### config.mk
export PLATFORM = sky130hd
export DESIGN_NAME = pulse_peak_detector
export DESIGN_NICKNAME = d
export VERILOG_FILES = /design/src/rtl/pulse_peak_detector.sv
export SDC_FILE = /design/constraint.sdc
export NUM_CORES = 1
export LEC_CHECK = 0
export CAP_MARGIN = 0
export CELL_PAD_IN_SITES_DETAIL_PLACEMENT = 0
export CELL_PAD_IN_SITES_GLOBAL_PLACEMENT = 2
export CORE_MARGIN = 2
export CORE_UTILIZATION = 36
export CTS_CLUSTER_SIZE = 12
export DETAILED_ROUTE_END_ITERATION = 12
export GPL_TIMING_DRIVEN = 1
export PLACE_DENSITY = 0.83
export RECOVER_POWER = 25
export SYNTH_ARGS = -nofsm -noshare
export SYNTH_HDL_FRONTEND = slang
export SYNTH_SLANG_ARGS = --single-unit
### constraint.sdc
create_clock -name CLK_Filter -period 5.8 [get_ports CLK_Filter]
set_clock_uncertainty 0.1 [all_clocks]
set_input_delay 1.16 -clock CLK_Filter [delete_from_list [all_inputs] [get_ports CLK_Filter]]
set_output_delay 1.16 -clock CLK_Filter [all_outputs]
set_load 0.02 [all_outputs]
### src/rtl/pulse_peak_detector.sv
// pulse_peak_detector: hysteresis peak/trough detector for the filtered PPG stream.
//   CLK_Filter  : filter clock, all state rises on this edge
//   rst_n       : asynchronous reset, active-high
//   in_valid    : Filtered_In carries a new sample this cycle
//   Filtered_In : unsigned filtered sample
//   beat_pulse  : one-cycle strobe per accepted beat
//   period      : samples between the last two accepted peaks
//   peak_val    : latest accepted peak
//   trough_val  : latest confirmed trough
//   ac_amp      : peak_val - trough_val at the accepted beat, floored at 0
//   timeout     : sticky loss-of-pulse flag, cleared by the next accepted beat
module pulse_peak_detector #(
   parameter int DATA_W     = 20,
   parameter int CNT_W      = 12,
   parameter int HYST       = 256,
   parameter int MIN_PERIOD = 64,
   parameter int MAX_PERIOD = 4095
) (
   input  logic              CLK_Filter,
   input  logic              rst_n,
   input  logic              in_valid,
   input  logic [DATA_W-1:0] Filtered_In,
   output logic              beat_pulse,
   output logic [CNT_W-1:0]  period,
   output logic [DATA_W-1:0] peak_val,
   output logic [DATA_W-1:0] trough_val,
   output logic [DATA_W-1:0] ac_amp,
   output logic              timeout
);
   typedef enum logic [1:0] {INIT, RISE, FALL} state_t;
   localparam logic [DATA_W-1:0] HYST_V = DATA_W'(HYST);
   localparam logic [CNT_W:0]    MIN_V  = (CNT_W+1)'(MIN_PERIOD);
   localparam logic [CNT_W-1:0]  MAX_V  = CNT_W'(MAX_PERIOD);
   state_t            state;
   logic [DATA_W-1:0] max_r, min_r, rise_d, fall_d;
   logic [CNT_W-1:0]  cnt, cnt_nxt;
   logic [CNT_W:0]    len;
   logic              have_ref, pk_conf, tr_conf, lost, x_le_max, x_ge_min;
   assign x_le_max = Filtered_In <= max_r;
   assign x_ge_min = Filtered_In >= min_r;
   // differences only formed where the subtraction cannot wrap
   assign rise_d   = x_le_max ? max_r - Filtered_In : '0;
   assign fall_d   = x_ge_min ? Filtered_In - min_r : '0;
   assign pk_conf  = in_valid && state == RISE && x_le_max && rise_d >= HYST_V;
   assign tr_conf  = in_valid && state == FALL && x_ge_min && fall_d >= HYST_V;
   assign cnt_nxt  = (cnt == MAX_V) ? cnt : cnt + 1'b1;
   // len uses the pre-saturation count so a confirmation on the saturating sample measures correctly
   assign len      = (CNT_W+1)'(cnt) + 1'b1;
   assign lost     = cnt_nxt == MAX_V;
   always_ff @(posedge CLK_Filter or posedge rst_n) begin
      if (rst_n) begin
         state      <= INIT;
         max_r      <= '0;
         min_r      <= '0;
         cnt        <= '0;
         have_ref   <= 1'b0;
         beat_pulse <= 1'b0;
         period     <= '0;
         peak_val   <= '0;
         trough_val <= '0;
         ac_amp     <= '0;
         timeout    <= 1'b0;
      end else begin
         beat_pulse <= 1'b0;
         if (in_valid) begin
            cnt <= cnt_nxt;
            if (state == INIT) begin
               max_r <= Filtered_In;
               min_r <= Filtered_In;
               state <= RISE;
            end else if (state == RISE) begin
               if (!x_le_max) max_r <= Filtered_In;
               else if (pk_conf) begin
                  min_r <= Filtered_In;
                  state <= FALL;
               end
            end else begin
               if (!x_ge_min) min_r <= Filtered_In;
               else if (tr_conf) begin
                  trough_val <= min_r;
                  max_r      <= Filtered_In;
                  state      <= RISE;
               end
            end
            // loss of pulse first; a peak confirmation on the same sample overrides it below
            if (lost) begin
               timeout  <= 1'b1;
               have_ref <= 1'b0;
            end
            if (pk_conf) begin
               if (!have_ref) begin
                  peak_val <= max_r;
                  cnt      <= '0;
                  have_ref <= 1'b1;
               end else if (len >= MIN_V) begin
                  period     <= len[CNT_W-1:0];
                  peak_val   <= max_r;
                  ac_amp     <= (max_r >= trough_val) ? max_r - trough_val : '0;
                  beat_pulse <= 1'b1;
                  cnt        <= '0;
                  timeout    <= 1'b0;
               end
            end
         end
      end
   end
endmodule

==> flow_summary.toml, run 1 <==
[cells_and_area]
multiInputGateArea_sq_um = 4820
final_nets = 1064
final_util = 0.452
synthToLayoutAreaGrowth_pct = 23.9
regArea_sq_um = 3230
layout_commonest_cell = "dfrtp_1"
layout_common_cells = "129 x dfrtp_1, 95 x clkdlybuf4s50_1, 85 x inv_1, 61 x ha_1, 59 x a21oi_1"
drive_above_1_share = 0.101
num_antenna_cells = 0
fillers = 2238

[route]
vias = 6856
via_per_inst = 5.24
wl_mm = 23.9
first_pass_iters = 5
drc = 0
wl_per_cell_um = 18.2
drt_iter0_markers = 286
final_antenna_net_count = 0

[grt]
antenna_found_initial = 0
gr-usage-met2 = 0.306
gr-usage-met3 = 0.0287
track_usage = 0.199
grt_start_max_net_pins = 95
grt_pass1_vias = 6724
busiest_layer = "met2"
grt_pass1_wl_mm = 37.8
overflow = 0
met1_usage = 0.285

[clock_network]
clockBufferDepth = 2
insertion_delay_ns = 0.42
postCtsSetupRepairBufs = 0
cts_resized = 0
cts_hold_buf = 0
cts_tree = "yes"
cts_buffers = 17
cts_sinks = 129
cts.clk_slew.worst_paths_ns = 0.06
cts-root-buf = "clkbuf_16"
htree_levels = 4

[synthesis]
seq_area_frac_synth = 0.379
synth_cell_types = 72
synth_nets = 964
syn-cell-area_sq_um = 8510
async_reset_ff_frac = 1.00
syn-mean-instance-area_sq_um = 9.70
ys.warnings.count = 0
ys_ff_latch = 129
synth_flop_cell = "dfrtp_1"
synth-edff-count = 0
synthCells = 877

[sta]
timing_worst_slew_pin_value_ns = 3.54
setup_viol = 0
setup_ws_ns = 0.779
setup_tns_ns = 0
final_max_slew_viol_count = 95
finalHoldViolCount = 0
rsz0062_at_grt = "no"
slew_headroom = -1.36
finalCritPeriodShare = 0.866
max_freq_mhz = 199
fin_crit_ns = 5.02

[floorplan]
start_util = 0.365
ios = 97
fp.dieW_um = 158
die-area_sq_um = 24900
rows = 56
core_sq_um = 23300
die_y_um = 158

[place]
place_ws_ns = 0.384
globalplace.congestion = 0.894
io_buffers = 96
dp.final_hpwl_mm = 18.8

[hold_path]
worst_hold_path_type = "flop to flop"

[critical_path]
slowest_stage = "nor4b_1"
cp-start-kind = "primary input"
cp_max_fo = 20
critPathArrivalTime_ns = 5.22
crit_path_end_kind = "flop"
cp.required_ns = 6.00
crit_type = "primary input to flop"
cp_cell_sequence = "clkdlybuf4s50_1 > inv_1 > ha_1 > fa_1 > nor2b_1 > o21ai_0 > a21oi_1 > o2111ai_1 > a21oi_1 > a31oi_1 > o21ai_0 > nor4b_1 > and3_1 > buf_12 > mux2_1"
critPathMaxStageDelay_ns = 0.53

[status]
outcome = "finished, violations left"
violations = "max-capacitance violations, max-slew violations"

[pwr]
leakage_nw = 4.88
ir_drop_uv = 263
p_per_area_nw_per_um2 = 620

[run]
cap_viol_max_count = 1
==> area by class of cell <==
cell class / count / area share
multi-input cells: 631 / 0.457
flip-flops and latches: 129 / 0.306
repair buffers: 112 / 0.105
clock buffers: 19 / 0.0411
well taps: 319 / 0.0379
inverters: 86 / 0.0306
clock inverters: 13 / 0.0223
==> flip-flops by register name (all words and copies together), names as in the netlist <==
name / count
timeout: 1
min_r: 20
period: 12
max_r: 20
peak_val: 20
ac_amp: 20
state: 2
have_ref: 1
beat_pulse: 1
cnt: 12
trough_val: 20
==> synth_stat cells (8+ instances only) <==
| cell type | number | area (sq um) |
|---|---|---|
| dfrtp_1 | 129 | 3230 |
| a211oi_1 | 10 | 75.1 |
| mux2_4 | 10 | 150 |
| nand2_1 | 55 | 206 |
| buf_2 | 9 | 45.0 |
| and3_1 | 14 | 87.6 |
| a31oi_1 | 8 | 50.1 |
| nand3_1 | 13 | 65.1 |
| nand4_1 | 16 | 100 |
| nor3_1 | 11 | 55.1 |
| nor2b_1 | 17 | 106 |
| ha_1 | 61 | 763 |
| inv_1 | 85 | 319 |
| o211ai_1 | 11 | 82.6 |
| xor2_1 | 11 | 96.3 |
| clkbuf_1 | 18 | 67.6 |
| a21oi_1 | 60 | 300 |
| mux2i_1 | 43 | 430 |
| xnor2_1 | 19 | 166 |
| a22o_1 | 15 | 131 |
| mux2_2 | 32 | 360 |
| nor2_1 | 40 | 150 |
| a21o_1 | 24 | 180 |
| o21ai_0 | 45 | 225 |
==> routing by layer <==
metal	vias up	wire length, um
li1	3403	-
met1	3273	11800
met2	147	10700
met3	33	824
met4	0	583
met5	-	0
==> through the flow <==
stage	total power, mW	hold slack (ns)	instances	cell area, sq um
after floorplan	4.09	0.382	877	8510
after global placement	5.30	0.363	1277	9880
after detailed placement	5.31	0.371	1277	9880
after CTS	6.55	0.384	1309	10500
after global routing	7.03	0.401	1309	10500
final	6.53	0.374	1309	10500
==> kinds of logic (layout without fill, tap and decap cells) <==
kind of cell	Yosys count	count (layout)	synth area share
compound gates	238	238	0.191
xor+xnor	30	30	0.0309
fa+ha+maj	64	64	0.0968
buf+inv	117	230	0.0547
flops	129	129	0.379
mux	90	90	0.117
simple gates	209	209	0.130
==> worst max-delay path: cells and delay by family <==
| kind | cells | cell delay (ns) |
|---|---|---|
| multiplexers | 1 | 0.34 |
| AO/OA/AOI/OAI | 6 | 1.30 |
| buffers and inverters | 3 | 0.80 |
| adder cells (fa/ha/maj) | 2 | 0.60 |
| AND/OR/NAND/NOR | 3 | 0.99 |
==> path summary, 6_finish.rpt <==
check	startpoint	end	slack, ns	depth (start not counted)
min reg2reg	period[7]	period[7]	0.37	2
max	Filtered_In[0]	trough_val[0]	0.78	15
min	period[7]	period[7]	0.37	2
max in group asynchronous	rst_n	max_r[17]	1.18	2
max reg2reg	max_r[0]	ac_amp[17]	1.45	15
min in group asynchronous	rst_n	peak_val[8]	2.41	2
==> report_power, final <==
group	total (mW)	switching, mW	internal (mW)	leakage [nW]
Clock	1.22	0.413	0.808	0.317
Sequential	1.58	0.318	1.27	1.58
Combinational	3.73	2.09	1.64	2.98
Total	6.53	2.82	3.71	4.88
No activity file was read; power rests on OpenSTA's default activity.
==> run 2, diff against run 1 <==
--- a/config.mk
+++ b/config.mk
@@ -5,7 +5,7 @@
 export SDC_FILE = /design/constraint.sdc
 export NUM_CORES = 1
 export LEC_CHECK = 0
-export CAP_MARGIN = 0
+export CAP_MARGIN = 25
 export CELL_PAD_IN_SITES_DETAIL_PLACEMENT = 0
 export CELL_PAD_IN_SITES_GLOBAL_PLACEMENT = 2
 export CORE_MARGIN = 2
==> results of run 2 <==
No change in the layout: final DEF, timing and power equal those of run 1.
